==> src/rtl/game_round_ctrl.sv <==
// game_round_ctrl -- round sequencer for a guess-the-number game.
//
// A game is ROUNDS rounds long. Each round asks the external generator for a
// new number (one-cycle gen_en), waits GEN_SETTLE cycles for its output to
// settle, captures it as target, then waits for the player to submit a guess.
// The submitted guess is then judged, and a one-cycle hit or miss pulse is
// produced.
//
// Optional feature: define ROUND_TIMEOUT_EN to make tick count time_left down
// and to end the round as a miss when the time runs out. Without it, tick is
// ignored and a round ends only on submit.
//
// Ports:
//   clk, rst      rising-edge clock, synchronous active-high reset
//   start         pulse; begins a game from IDLE or OVER
//   tick          timebase strobe (used only with ROUND_TIMEOUT_EN)
//   guess, submit player value and its commit pulse
//   gen_value     generator output, sampled GEN_SETTLE cycles after gen_en
//   gen_en        one-cycle generator request
//   target        number to match
//   score         hits this game (saturates at 15)
//   round_num     rounds completed this game
//   time_left     ticks remaining in the current round
//   hit, miss     one-cycle verdict pulses
//   busy          high while a game is in progress
//   game_over     high once all rounds are done
module game_round_ctrl #(
    parameter int ROUNDS     = 8,
    parameter int ROUND_TIME = 10,
    parameter int GEN_SETTLE = 2
) (
    input  logic       clk,
    input  logic       rst,
    input  logic       start,
    input  logic       tick,
    input  logic [3:0] guess,
    input  logic       submit,
    input  logic [3:0] gen_value,
    output logic       gen_en,
    output logic [3:0] target,
    output logic [3:0] score,
    output logic [3:0] round_num,
    output logic [3:0] time_left,
    output logic       hit,
    output logic       miss,
    output logic       busy,
    output logic       game_over
);

`ifdef ROUND_TIMEOUT_EN
    localparam bit TIMEOUT_EN = 1'b1;
`else
    localparam bit TIMEOUT_EN = 1'b0;
`endif

    localparam logic [3:0] ROUNDS_L     = 4'(ROUNDS);
    localparam logic [3:0] ROUND_TIME_L = 4'(ROUND_TIME);
    localparam logic [2:0] SETTLE_L     = 3'(GEN_SETTLE);

    typedef enum logic [2:0] {
        S_IDLE,
        S_GEN,
        S_SETTLE,
        S_PLAY,
        S_JUDGE,
        S_OVER
    } state_t;

    state_t     state, state_nxt;
    logic [2:0] settle_cnt;
    logic [3:0] guess_q;
    logic       timed_out;
    logic       tick_en;
    logic       settle_done;
    logic       time_up;
    logic       match;
    logic       last_round;

    assign tick_en     = TIMEOUT_EN && tick;
    // The count is loaded with GEN_SETTLE (>= 1); leaving SETTLE on the cycle
    // it would reach zero gives exactly GEN_SETTLE cycles in SETTLE.
    assign settle_done = (settle_cnt <= 3'd1);
    // submit has priority over tick, so a timeout needs submit low.
    assign time_up     = !submit && tick_en && (time_left == 4'd1);
    // A timeout is always a miss, whatever guess_q still holds.
    assign match       = !timed_out && (guess_q == target);
    assign last_round  = ((round_num + 4'd1) == ROUNDS_L);

    always_ff @(posedge clk) begin
        if (rst) state <= S_IDLE;
        else     state <= state_nxt;
    end

    always_comb begin
        state_nxt = state;
        gen_en    = 1'b0;
        hit       = 1'b0;
        miss      = 1'b0;
        busy      = 1'b1;
        game_over = 1'b0;
        case (state)
            S_IDLE: begin
                busy = 1'b0;
                if (start) state_nxt = S_GEN;
            end
            S_GEN: begin
                gen_en    = 1'b1;
                state_nxt = S_SETTLE;
            end
            S_SETTLE: if (settle_done) state_nxt = S_PLAY;
            S_PLAY:   if (submit || time_up) state_nxt = S_JUDGE;
            S_JUDGE: begin
                hit       = match;
                miss      = !match;
                state_nxt = last_round ? S_OVER : S_GEN;
            end
            S_OVER: begin
                busy      = 1'b0;
                game_over = 1'b1;
                if (start) state_nxt = S_GEN;
            end
            default: state_nxt = S_IDLE;
        endcase
    end

    always_ff @(posedge clk) begin
        if (rst) begin
            target     <= '0;
            score      <= '0;
            round_num  <= '0;
            time_left  <= '0;
            settle_cnt <= '0;
            guess_q    <= '0;
            timed_out  <= 1'b0;
        end else begin
            case (state)
                S_IDLE, S_OVER: begin
                    if (start) begin
                        score     <= '0;
                        round_num <= '0;
                    end
                end
                S_GEN: settle_cnt <= SETTLE_L;
                S_SETTLE: begin
                    settle_cnt <= settle_cnt - 3'd1;
                    if (settle_done) begin
                        target    <= gen_value;
                        time_left <= ROUND_TIME_L;
                        timed_out <= 1'b0;
                    end
                end
                S_PLAY: begin
                    if (submit) begin
                        guess_q <= guess;
                    end else if (tick_en) begin
                        time_left <= time_left - 4'd1;
                        if (time_left == 4'd1) timed_out <= 1'b1;
                    end
                end
                S_JUDGE: begin
                    if (match && score != 4'd15) score <= score + 4'd1;
                    round_num <= round_num + 4'd1;
                end
                default: ;
            endcase
        end
    end

endmodule

==> config.mk <==
export PLATFORM = sky130hd
export DESIGN_NAME = game_round_ctrl
export DESIGN_NICKNAME = d
export VERILOG_FILES = /design/src/rtl/game_round_ctrl.sv
export SDC_FILE = /design/constraint.sdc
export NUM_CORES = 1
export LEC_CHECK = 0
export CAP_MARGIN = 20
export CORE_MARGIN = 2
export CORE_UTILIZATION = 45
export DETAILED_ROUTE_END_ITERATION = 6
export PLACE_DENSITY_LB_ADDON = 0.2
export SLEW_MARGIN = 10
export SYNTH_ARGS = -nofsm -noshare
export SYNTH_HDL_FRONTEND = slang
export SYNTH_SLANG_ARGS = --single-unit
export TNS_END_PERCENT = 100
==> constraint.sdc <==
create_clock -name clk -period 3.6 [get_ports clk]
set_clock_uncertainty 0.1 [all_clocks]
set_input_delay 0.36 -clock clk [delete_from_list [all_inputs] [get_ports clk]]
set_output_delay 0.36 -clock clk [all_outputs]
set_load 0.01 [all_outputs]
==> results.md <==
- Antenna Cells: 0
- Largest net degree at the start of global routing: 23
- Detailed-route wire length: 2472 microns
- Nets: 184
- DR WL/cell: 12.61 microns
- Synth Warn #: 0
- Synth-to-Final Area Change: 23.74%
- Post-cts sizing count: 0
- First-pass GRT wire length: 4153 microns
- Post-DP HPWL: 1851 microns
- Worst path bufs/invs: 1
- Avg Cell Area, Syn: 9.035 sq um
- Dominant cells by area after synthesis: dfxtp_1, mux2i_1, xnor2_1
- Cells after Synth: 140
- Initial antenna violation count: 0
- Place WS: 1.335 ns
- Final-report max-slew violation count: 0
- Post-synthesis mux area share: 7.221%
- Crit Path Class: reg -> out
- Final ANT Viol Nets: 0
- Worst-Margin Slew: 0.8102 ns
- H-tree depth: 1
- Setup TNS Final: 0 ns
- Crit. path cell count: 3
- Slowest stage cell, crit path: dfxtp_1
- CTS sink cnt: 23
- Fraction of registers with async set/reset: 0%
- Share of the synthesized area in the top cell type: 36.40%
- CP Max Fanout: 14
- Gr ovfl total: 0
- Most common cell after layout, fill and taps aside: clkdlybuf4s50_1
- Pwr per Cell Area: 343.2 mW/mm^2
- First-pass iteration count of the detailed router: 4
- 1st-iter DRT viols: 20
- Sequential-to-total area share from yosys stat: 36.40%
- EDFF count, synth: 0
- Maxcap violations: 0
- DR vias: 1059
- Final setup fails: 0
- Final worst-path cycle share: 72.85%
- Leak: 0.6099 nW
- CP top delay family: simple AND/OR/NAND/NOR gates
- Die Height: 57.02 microns
- Root Buffer Master: clkbuf_4
- CTS buffer count: 3
- Post-CTS Setup Bufs: 0
- Worst-path clk slew: 0.12 ns
- Max frequency: 381.3 MHz
- Worst EP required: 3.14 ns
- Worst-Skew Late Latency: 0.30 ns
- Worst Hold Depth: 2
- Vias in the first global route: 996
- Compound-cell area share of the yosys netlist: 18.10%
- Row cnt: 19
- Final hold vios: 0
- GPL Wtd Cong: 0.7821
- Critical path capture point type: output port
- Max IR drop VDD: 0.2196 mV
- Synthesized area: 0.001265 sq mm
- Die X-Extent: 57.02 microns
- Simple-Gate Fraction of Synth Area: 20.57%
- Most frequent cells in the layout: clkdlybuf4s50_1, dfxtp_1, nor2_1
- Detailed-route vias per instance: 5.403
- Hold buffer count at cts: 0
- Critical-path cell list: nor3b_4, and2_1, clkdlybuf4s50_1
- Adder-Cell Fraction of Synth Area: 4.946%
- Most common flop cell mapped by yosys: dfxtp_1
- DRC: 0
- Largest family of logic cells by synthesized area: simple AND/OR/NAND/NOR gates
- Clock Path Buffers: 2
- Status: finished, final reports clean
- Critical path startpoint category: flop
- Yosys top cell by area: dfxtp_1
- Core box area: 0.002710 sq mm
- Min-delay worst type: reg -> reg
- CTS tree: yes
- R2r endpoint: score[0]
- Min-Delay Endpoint: time_left[1]
- Slew HR: 45.82%
- R2r setup slk: 1.68 ns
- Crit path DAT: 2.16 ns
- Hold path start: time_left[1]
- Fin worst setup slack: 0.9774 ns
- Slowest stage delay, CP: 0.56 ns
- IO buf count: 30
- Reg2Reg Launch Point: state[2]
- Die area: 0.003251 sq mm
- IO Count: 34
- Starting density of the core: 46.68%
- Seq cells post-synth: 23
- Worst R2R Path Depth: 4
- Tot GR Track Use: 15.75%
- Layout cells sized above 1: 4.242%
- Minimum clock period: 2.623 ns
- XOR/XNOR share of the synthesized area: 5.539%
- Distinct cell type count after synthesis: 41
- RSZ-0062 raised after global routing: false
==> metal layers <==
layer | up-vias | part of all wire, % | global-route usage, %
li1 | 539 | - | -
met1 | 495 | 48 | 19.41
met2 | 23 | 48 | 27.91
met3 | 2 | 4.0 | 2.268
met4 | 0 | 0.69 | 5.648
met5 | - | 0 | 0
==> final cells by class <==
class | count | area, sq um
Multi-Input combinational cell | 103 | 720.7
Timing Repair Buffer | 30 | 300.3
Sequential cell | 23 | 460.4
Tap cell | 31 | 38.79
Fill cell | 258 | 1145
Clock buffer | 4 | 26.28
Inverter | 5 | 18.77
==> sequential cells by signal, indices dropped and copies added (netlist names) <==
name / cells
score: 4
settle_cnt: 3
target: 4
round_num: 4
guess_q: 4
time_left: 1
state: 3
==> Yosys cell counts (all sizes together) (2+ instances only) <==
cell type and n:
a21o 2, a21oi 8, a221oi 2, a22oi 3
a311oi 3, buf 7, clkbuf 3, dfxtp 23
ha 5, inv 5, mux2i 8, nand2 2
nand2b 4, nand3 6, nand4 2, nor2 16
nor2b 4, nor3b 3, o211ai 2, o21ai 6
o21bai 3, or3 2, xnor2 8
==> report_power, final <==
group / internal (mW) / leakage, nW / total [mW] / switching (mW)
clock network: 0.0432 / 0.0150 / 0.118 / 0.0747
registers: 0.267 / 0.186 / 0.288 / 0.0208
logic: 0.0690 / 0.408 / 0.131 / 0.0622
total: 0.379 / 0.610 / 0.537 / 0.158
==> logic make-up after synthesis <==
group | after synthesis
AO/OA/AOI/OAI | 34
XOR/XNOR | 8
adder cells (fa/ha/maj) | 5
buffers and inverters | 15
flip-flops | 23
multiplexers | 9
other | 1
AND/OR/NAND/NOR | 45
==> through the flow <==
stage	cell area, sq um	cells	utilization [%]	total power, mW	hold slack [ns]
after floorplan	1269	141	-	0.3833	0.3807
after global placement	1539	192	56.79	0.4218	0.3477
after detailed placement	1539	192	56.79	0.4257	0.3555
after CTS	1565	196	57.76	0.5447	0.3743
after global routing	1565	196	57.76	0.5724	0.3946
final	1565	196	57.76	0.5372	0.3684
==> worst max-delay path by stage <==
stage / start / to / slack, ns
after floorplan: state[0] / gen_en / 2.12
after global placement: state[2] / hit / 1.35
after detailed placement: state[2] / miss / 1.34
after CTS: state[2] / hit / 0.98
after global routing: state[2] / hit / 0.86
final: state[2] / miss / 0.98
==> worst min-delay path, delay by kind of cell, from the launching register on <==
family          cells  cell delay, ns
compound gates      1            0.05
flops               1            0.34
buf+inv             1            0.05
Power figures use the tool's default switching activity.
